[src/rtl/program_loader.sv]
// program_loader: UART-side boot loader that runs before the CPU starts.
// Sends the 0x99 request byte and receives a little-endian program size.
// It then receives the program image, packs it into 32-bit little-endian
// words and writes them to instruction memory. Finally it sends the 0xAA
// ready byte.
//
// Optional feature: define PROGRAM_LOADER_CHECKSUM_EN to expect one XOR
// checksum byte after the image. A mismatch latches checksum_error. When
// the macro is undefined, checksum_error is tied to 0.
//
// Ports:
//   clk, reset                        clock, synchronous active-high reset
//   start                             pulse that begins a load from IDLE
//   rx_valid, rx_data                 received byte strobe and data
//   tx_ready, tx_valid, tx_data       transmit handshake and byte
//   program_data_size                 received program size in bytes
//   program_data_size_fetch_finished  level, size fully received
//   program_data_fetch_finished       level, image written and 0xAA accepted
//   imem_we, imem_addr, imem_wdata    instruction-memory write port
//   overflow                          sticky, image exceeded memory capacity
//   checksum_error                    sticky, checksum byte mismatch
module program_loader #(
    parameter int unsigned ADDR_WIDTH = 15,
    parameter int unsigned SIZE_BYTES = 4
) (
    input  logic                  clk,
    input  logic                  reset,
    input  logic                  start,
    input  logic                  rx_valid,
    input  logic [7:0]            rx_data,
    input  logic                  tx_ready,
    output logic                  tx_valid,
    output logic [7:0]            tx_data,
    output logic [31:0]           program_data_size,
    output logic                  program_data_size_fetch_finished,
    output logic                  program_data_fetch_finished,
    output logic                  imem_we,
    output logic [ADDR_WIDTH-1:0] imem_addr,
    output logic [31:0]           imem_wdata,
    output logic                  overflow,
    output logic                  checksum_error
);

    localparam logic [7:0]          REQ_BYTE   = 8'h99;
    localparam logic [7:0]          READY_BYTE = 8'hAA;
    localparam logic [ADDR_WIDTH:0] ONE_WORD   = 1;

    typedef enum logic [2:0] {
        IDLE,
        TX_99,
        RX_SIZE,
        RX_DATA,
        FLUSH,
        TX_AA,
`ifdef PROGRAM_LOADER_CHECKSUM_EN
        RX_CSUM,
`endif
        DONE
    } state_t;

    // State entered once the image (and any partial-word flush) is complete.
`ifdef PROGRAM_LOADER_CHECKSUM_EN
    localparam state_t POST_IMAGE = RX_CSUM;
    localparam logic   POST_IS_TX = 1'b0;
`else
    localparam state_t POST_IMAGE = TX_AA;
    localparam logic   POST_IS_TX = 1'b1;
`endif

    state_t              state;
    logic [1:0]          size_cnt;
    logic [31:0]         byte_cnt;
    logic [31:0]         word_asm;
    // One extra bit so the address saturates at capacity instead of wrapping.
    logic [ADDR_WIDTH:0] word_idx;
`ifdef PROGRAM_LOADER_CHECKSUM_EN
    logic [7:0]          csum;
`endif

    logic [31:0] size_merged;
    logic [31:0] asm_merged;
    logic [31:0] byte_cnt_inc;
    logic [1:0]  lane;
    logic        last_byte;
    logic        addr_full;

    // Incoming byte merged into the size register and into the word assembler.
    // Lane 0 starts a fresh word, so a flushed partial word has zero upper bytes.
    always_comb begin
        size_merged = program_data_size;
        size_merged[{size_cnt, 3'b000} +: 8] = rx_data;
        lane         = byte_cnt[1:0];
        asm_merged   = (lane == 2'd0) ? 32'd0 : word_asm;
        asm_merged[{lane, 3'b000} +: 8] = rx_data;
        byte_cnt_inc = byte_cnt + 32'd1;
        last_byte    = (byte_cnt_inc == program_data_size);
        addr_full    = word_idx[ADDR_WIDTH];
    end

    // Load sequencer. All outputs are registered.
    always_ff @(posedge clk) begin
        if (reset) begin
            state                            <= IDLE;
            tx_valid                         <= 1'b0;
            tx_data                          <= 8'd0;
            program_data_size                <= 32'd0;
            program_data_size_fetch_finished <= 1'b0;
            program_data_fetch_finished      <= 1'b0;
            imem_we                          <= 1'b0;
            imem_addr                        <= '0;
            imem_wdata                       <= 32'd0;
            overflow                         <= 1'b0;
            size_cnt                         <= 2'd0;
            byte_cnt                         <= 32'd0;
            word_asm                         <= 32'd0;
            word_idx                         <= '0;
`ifdef PROGRAM_LOADER_CHECKSUM_EN
            csum                             <= 8'd0;
            checksum_error                   <= 1'b0;
`endif
        end else begin
            imem_we <= 1'b0;
            case (state)
                IDLE: begin
                    if (start) begin
                        state    <= TX_99;
                        tx_valid <= 1'b1;
                        tx_data  <= REQ_BYTE;
                    end
                end
                TX_99: begin
                    if (tx_valid && tx_ready) begin
                        tx_valid <= 1'b0;
                        state    <= RX_SIZE;
                    end
                end
                RX_SIZE: begin
                    if (rx_valid) begin
                        program_data_size <= size_merged;
                        size_cnt          <= size_cnt + 2'd1;
                        if (size_cnt == 2'(SIZE_BYTES - 1)) begin
                            program_data_size_fetch_finished <= 1'b1;
                            if (size_merged == 32'd0) begin
                                state    <= POST_IMAGE;
                                tx_valid <= POST_IS_TX;
                                tx_data  <= READY_BYTE;
                            end else begin
                                state <= RX_DATA;
                            end
                        end
                    end
                end
                RX_DATA: begin
                    if (rx_valid) begin
                        word_asm <= asm_merged;
                        byte_cnt <= byte_cnt_inc;
`ifdef PROGRAM_LOADER_CHECKSUM_EN
                        csum     <= csum ^ rx_data;
`endif
                        // Full word, or the final partial word (written while in FLUSH).
                        if (lane == 2'd3 || last_byte) begin
                            if (addr_full) begin
                                overflow <= 1'b1;
                            end else begin
                                imem_we    <= 1'b1;
                                imem_addr  <= word_idx[ADDR_WIDTH-1:0];
                                imem_wdata <= asm_merged;
                                word_idx   <= word_idx + ONE_WORD;
                            end
                        end
                        if (last_byte) begin
                            if (lane == 2'd3) begin
                                state    <= POST_IMAGE;
                                tx_valid <= POST_IS_TX;
                                tx_data  <= READY_BYTE;
                            end else begin
                                state <= FLUSH;
                            end
                        end
                    end
                end
                FLUSH: begin
                    state    <= POST_IMAGE;
                    tx_valid <= POST_IS_TX;
                    tx_data  <= READY_BYTE;
                end
`ifdef PROGRAM_LOADER_CHECKSUM_EN
                RX_CSUM: begin
                    if (rx_valid) begin
                        if (rx_data != csum) begin
                            checksum_error <= 1'b1;
                        end
                        state    <= TX_AA;
                        tx_valid <= 1'b1;
                        tx_data  <= READY_BYTE;
                    end
                end
`endif
                TX_AA: begin
                    if (tx_valid && tx_ready) begin
                        tx_valid                    <= 1'b0;
                        program_data_fetch_finished <= 1'b1;
                        state                       <= DONE;
                    end
                end
                DONE: begin
                end
                default: begin
                    state <= IDLE;
                end
            endcase
        end
    end

`ifndef PROGRAM_LOADER_CHECKSUM_EN
    assign checksum_error = 1'b0;
`endif

endmodule

[config.mk]
export PLATFORM = sky130hd
export DESIGN_NAME = program_loader
export DESIGN_NICKNAME = d
export VERILOG_FILES = /design/src/rtl/program_loader.sv
export SDC_FILE = /design/constraint.sdc
export NUM_CORES = 1
export LEC_CHECK = 0
export ABC_AREA = 0
export CAP_MARGIN = 10
export CORE_ASPECT_RATIO = 1.75
export CORE_MARGIN = 1.5
export CORE_UTILIZATION = 40
export CTS_CLUSTER_DIAMETER = 60
export DETAILED_ROUTE_END_ITERATION = 8
export PLACE_DENSITY = 0.64
export SLEW_MARGIN = 20
export SYNTH_ARGS = -nofsm -noshare
export SYNTH_HDL_FRONTEND = slang
export SYNTH_SLANG_ARGS = --single-unit
[constraint.sdc]
create_clock -name clk -period 3.27 [get_ports clk]
set_input_delay 0.981 -clock clk [delete_from_list [all_inputs] [get_ports clk]]
set_output_delay 0.981 -clock clk [all_outputs]
set_load 0.01 [all_outputs]
# After elaboration in Yosys (flattened, before gate mapping)
# Index checks and enable logic that the tools add are counted.
# totals
rom_bits	0
reg_bits	177
word_cells	99
memories	0
output_inout_bits	93
latch_bits	0
mem_bits_rw	0
# op_classes
eq_ne	19
muxes	32
n_reduce_logical	19
n_addsub	5
bitwise_logic	5
div	0
n_mul	0
shifts	4
order_cmp	0
# op_table
cell	n
bitwise mux 32 bit	2
variable shift 8 x 7 -> 32 bit, first input constant	2
indexed part select 8 x 7 -> 32 bit	2
two-way mux 8 bit	7
adder 32 x 1 -> 32 bit, second input constant	1
== test 32 bit	1
zero test 32 bit	1
two-way mux 32 bit	1
one-hot mux 8 bit (4 select lines)	1
two-way mux 3 bit	8
one-hot mux 3 bit (7 select lines)	1
inequality test 2 bit, second input constant	9
adder 16 x 1 -> 16 bit, second input constant	1
two-way mux 16 bit	1
AND reduction 8 bit	2
negator 5 -> 7 bit	2
two-way mux 1 bit	10
== test 3 bit, second input constant	3
AND reduction 9 bit	1
AND reduction 4 bit	2
== test 3 x 2 -> 1 bit, second input constant	2
AND reduction 2 bit	3
AND reduction 3 bit	2
inverter 1 bit	5
other kinds (13)	14

# Logic depth before layout (Yosys ltp)
# logic_depth
ltp_word	8
mapped_depth	15
depth_no_buf	11

# Worst setup path after synthesis
# OpenSTA, ideal clock, no wires.
# synth_path
path_type	register -> register
from	register byte_cnt[0]
to	register word_idx[11]
path_slack_ns	-0.151
setup_ns	0.070
path_stages_with_launch	15
required_ns	3.200
t_arrival_ns	3.351
cell_sequence	dfxtp_1 -> clkbuf_1 -> inv_1 -> ha_1 -> clkbuf_1 -> xnor2_1 -> o211ai_1 -> nor4_1 -> and4b_1 -> nand4_1 -> nor3_1 -> a21oi_2 -> buf_2 -> or4_1 -> a21oi_1
# synth_between
elab_chain_cells	4
# synth_rtl
item	line_no	text
start, declared	72	logic [31:0] byte_cnt;
start signal, assigned	156	byte_cnt <= byte_cnt_inc;
adder 32 x 1 -> 32 bit	95	byte_cnt_inc = byte_cnt + 32'd1;
net byte_cnt_inc[0]	82	logic [31:0] byte_cnt_inc;
== test 32 bit	96	last_byte = (byte_cnt_inc == program_data_size);
logical OR 1 bit	161	if (lane == 2'd3 || last_byte) begin
AND reduction 4 bit (no line)	--	
end signal, assigned	168	word_idx <= word_idx + ONE_WORD;
end, declared	75	logic [ADDR_WIDTH:0] word_idx;
# The timed path passes the listed nets, and every way through them passes these cells.
# A chain may end at the register's enable or synchronous reset.

# Final worst setup path
# layout_path
from	register byte_cnt[2]
to	register word_idx[8]
# layout_between
elab_chain_cells	4
# layout_rtl
item	line_no
adder 32 x 1 -> 32 bit	95
== test 32 bit	96
logical OR 1 bit	161
AND reduction 4 bit (no line)	--
# Every way passes these cells.

==> results by group <==
Power and ir drop
  – Comb pwr share: ~6.1%
  – Switching power total: 1.05 mW
  – P_int: 3.45 mW
  – Pwr dens: 386 nW/µm²
  – Switching Fraction: 23.4%
  – Clock network fraction of total power: 46.8%
  – Peak VDD IR: 0.373 mV
  – Seq pwr share: roughly 47%
  – Lkg Pwr: between 4 and 5 nW

Outcome
  – Outcome: finished, final reports clean

GRT
  – Largest net degree at the start of global routing: 75
  – Congestion Overflow GR: 0
  – Initial antenna violation count: 0
  – GRT Total Usage: 25.9%
  – First-pass GRT wire length: 45100 µm
  – Vias in the first global route: 8467

Setup path
  – CP required: 3.64 ns
  – Reg-to-Reg Start: byte_cnt[2]$_SDFFE_PP0P_
  – Max FO, Critical Path: 6
  – Most frequent CP cell: buf_12
  – Kind of cell adding the most delay to the critical path: simple AND/OR/NAND/NOR gates
  – RR Endpoint: word_idx[8]$_SDFFE_PP0P_
  – Crit path largest cell delay: 0.48 ns
  – Crit path arrival time: 3.61 ns
  – R2r worst-path depth: 14
  – Crit. End Element: register
  – R2R Setup Slk: slightly above 0.03 ns
  – Crit Path Class: reg -> reg
  – Worst Setup Start Kind: register
  – CP max-delay cell: or4_1
  – Crit path buf inv count: 5
  – Critical path cell sequence: and4_4, buf_8, buf_12, buf_4, and3_1, o21ai_0, a31oi_1, a2111o_1, nor4_4, buf_6, buf_12, a21oi_4, or4_1, a21oi_1

Clocking
  – Clk Latency, worst-skew pair: 0.44 ns
  – Num CTS Buffers: 17
  – CTS tree: yes
  – Clk root buf: clkbuf_16
  – Clk sinks: 172
  – Clk pin slew, worst setup/hold paths: roughly 0.070 ns
  – CTS max path bufs: 2
  – H-Tree Depth: 4

Layout
  – FF/Latch Area: 3480 µm²
  – Final cell count without fillers: around 1500
  – Multi-input combinational cell area: 5000 µm²
  – # fillers: 2032
  – Nets: 1246
  – Area growth, synth to finish: 34.7%
  – Antenna Cells: 0
  – Non-Filler Cell Area, Final: around 12000 µm²
  – Layout cells sized above 1: 18.3%

STA
  – Worst-Margin Slew: 0.849 ns
  – Worst slew margin relative to its limit: 43.4%
  – Final number of setup-violating endpoints: 0
  – Final period util: 99.0%
  – Hold Slack: roughly 0.46 ns
  – Max Slew Vio Count: 0
  – Tmin final: 3.24 ns
  – FMAX: 0.309 GHz
  – RSZ-0062 raised after global routing: yes
  – Final Hold Fails: 0
  – Layout Skew: 0.0140 ns

Yosys
  – Syn Std Cell Area: 8670 µm²
  – Synth area leader: dfxtp_1
  – Register bit count reported by yosys: 172
  – Synth area leaders: dfxtp_1 (40%), a21oi_1 (5.9%), a211oi_1 (5.2%), a22oi_1 (5.0%), nor2_1 (4.6%)
  – Sequential-to-total area share from yosys stat: ~40%
  – Post-synth cell types: 67
  – EDFF count, synth: 0
  – Asr flop ratio synth: 0%
  – Yosys warning total: 0
  – Post-Synthesis Cells: 1061
  – Average cell area after synthesis: 8.17 µm²
  – Prevailing post-synth register cell: dfxtp_1
  – Yosys top cell area share: about two fifths

Placement
  – Gpl congestion: roughly 1.0
  – Inst Count DP: 1470
  – Final HPWL from detailed placement: 20800 µm
  – PortBufs: roughly 100
  – Placed inst area: about 11000 µm²

Route
  – DR iter-0 viols: approximately 560
  – Post-DR vias/cell: about 5.8
  – DRC violations left: 0
  – Via Count: 8805
  – Final WL: 29700 µm
  – Number of detailed-route iterations in the first pass: 7
  – Post-DRT Antenna Nets: 0
  – WL/cell: 19.5 µm

Run
  – Number of max-cap violations: 0

Floorplanning
  – Die span in x: between 100 and 150 µm
  – Starting Density: 40.5%
  – Num ports: between 100 and 150
  – Placeable Area: 21400 µm²
  – Die height: between 150 and 200 µm
  – Die Area: 22600 µm²
  – Rows: between 70 and 80

Min path
  – Hold Path Stages: 2
  – Worst Hold End: word_asm[8]$_SDFFE_PP0P_
  – Hold WC Path Type: reg -> reg
  – HP Start: word_asm[8]$_SDFFE_PP0P_
## how the worst max path moves through the flow
| stage | from | to | slack [ns] | cells past startpoint |
|---|---|---|---|---|
| finish | byte_cnt[2]$_SDFFE_PP0P_ | word_idx[8]$_SDFFE_PP0P_ | 0.03 | 14 |
| global route | byte_cnt[13]$_SDFFE_PP0P_ | state[2]$_SDFFE_PP0P_ | -0.11 | 16 |
| CTS | byte_cnt[13]$_SDFFE_PP0P_ | imem_wdata[4]$_SDFFE_PP0P_ | 0.03 | 11 |
| detailed placement | byte_cnt[9]$_SDFFE_PP0P_ | word_idx[4]$_SDFFE_PP0P_ | -0.16 | 11 |
| global placement | byte_cnt[9]$_SDFFE_PP0P_ | imem_wdata[3]$_SDFFE_PP0P_ | -0.09 | 12 |
| floorplan | byte_cnt[15]$_SDFFE_PP0P_ | word_idx[11]$_SDFFE_PP0P_ | 0.04 | 10 |
## timing repair
action / in CTS / in global routing
gates cloned: 1 / 4
setup endpoints to repair: 67 / 69
buffers inserted: 2 / 16
pin swaps: 3 / 38
hold buffers: 0 / 0
resized for setup: 12 / 63
## state kept, by name, indices dropped and copies added (netlist names), 2 cells and up
signal,cells
imem_addr,15
program_data_size,32
word_asm,32
state,3
imem_wdata,32
word_idx,16
tx_data,3
size_cnt,2
byte_cnt,32
## power by group through the flow
stage / sequential, mW / combinational (mW) / clock [mW]
6_report: 2.12 / 0.274 / 2.11
5_1_grt: 2.12 / 0.295 / 2.22
4_1_cts: 2.13 / 0.254 / 2.14
3_5_place_dp: 2.18 / 0.248 / 0
3_3_place_gp: 2.18 / 0.247 / 0
2_1_floorplan: 2.17 / 0.145 / 0
## through the flow
stage	setup WS (ns)	power (mW)	utilization [%]	TNS, ns
floorplan	0.0366	2.32	-	0
global placement	-0.0886	2.42	49.3	-3.35
detailed placement	-0.156	2.42	49.3	-5.17
CTS	0.0284	4.52	52.4	0
global route	-0.105	4.64	54.5	-3.47
finish	0.0312	4.51	54.5	0
## cell usage after synthesis, drive strengths merged, types with 16 or more instances
| master | instances |
|---|---|
| nand2 | 57 |
| dfxtp | 172 |
| buf | 29 |
| nand3 | 50 |
| a211oi | 60 |
| o21ai | 43 |
| xnor2 | 26 |
| a22oi | 58 |
| nand4 | 27 |
| nor4 | 22 |
| nor3 | 23 |
| or3 | 16 |
| a21oi | 103 |
| xor2 | 33 |
| clkbuf | 68 |
| nor2 | 108 |
## layout by cell type (no fill, tap or decap), types with 6 or more instances in the layout
| cell | n |
|---|---|
| ha_1 | 12 |
| a211oi_1 | 53 |
| xor2_1 | 33 |
| dfxtp_1 | 153 |
| o21ai_1 | 23 |
| inv_1 | 15 |
| dfxtp_4 | 6 |
| nor4_1 | 18 |
| and3_1 | 14 |
| clkdlybuf4s50_1 | 101 |
| a22oi_1 | 58 |
| clkbuf_16 | 19 |
| nand3_1 | 49 |
| buf_4 | 113 |
| nor3_1 | 22 |
| nand2_1 | 54 |
| a31oi_1 | 8 |
| or4_1 | 11 |
| nor2_1 | 105 |
| o21ai_0 | 19 |
| a211oi_2 | 7 |
| and2_1 | 12 |
| buf_12 | 8 |
| xnor2_1 | 25 |
| o31ai_1 | 11 |
| dfxtp_2 | 13 |
| nor2b_1 | 10 |
| a21oi_1 | 99 |
| nand2b_1 | 11 |
| buf_6 | 6 |
| or3_1 | 14 |
| nand4_1 | 27 |
## final cells by class
cell class,count,area share (%)
well taps,292,3.13
inverters,15,0.482
repair buffers,232,18.6
multi-input cells,782,42.8
clock inverters,10,1.20
flip-flops and latches,172,29.8
clock buffers,21,3.94
## metal layers
layer / vias to the layer above / track usage, % / wire length (µm)
li1: 4219 / - / -
met1: 4262 / 28.6 / 11500
met2: 242 / 46.4 / 15600
met3: 82 / 3.80 / 1100
met4: 0 / 15.4 / 1540
met5: - / 0 / 0
## tightest hold or removal path: stages (launching register included)
cell and delay (ns):
dfxtp_1 0.31, nand2_1 0.05, a21oi_1 0.05
## cells by family after synthesis
kind of cell             after synthesis  share of synthesized area, %
other                                  1                        0.0433
XOR/XNOR                              59                          5.96
AND/OR/NAND/NOR                      388                          23.4
flip-flops                           172                          39.7
AO/OA/AOI/OAI                        312                          23.2
buffers and inverters                112                          5.40
multiplexers                           4                         0.462
adder cells (fa/ha/maj)               13                          1.88
No activity file was read; power rests on OpenSTA's default activity.
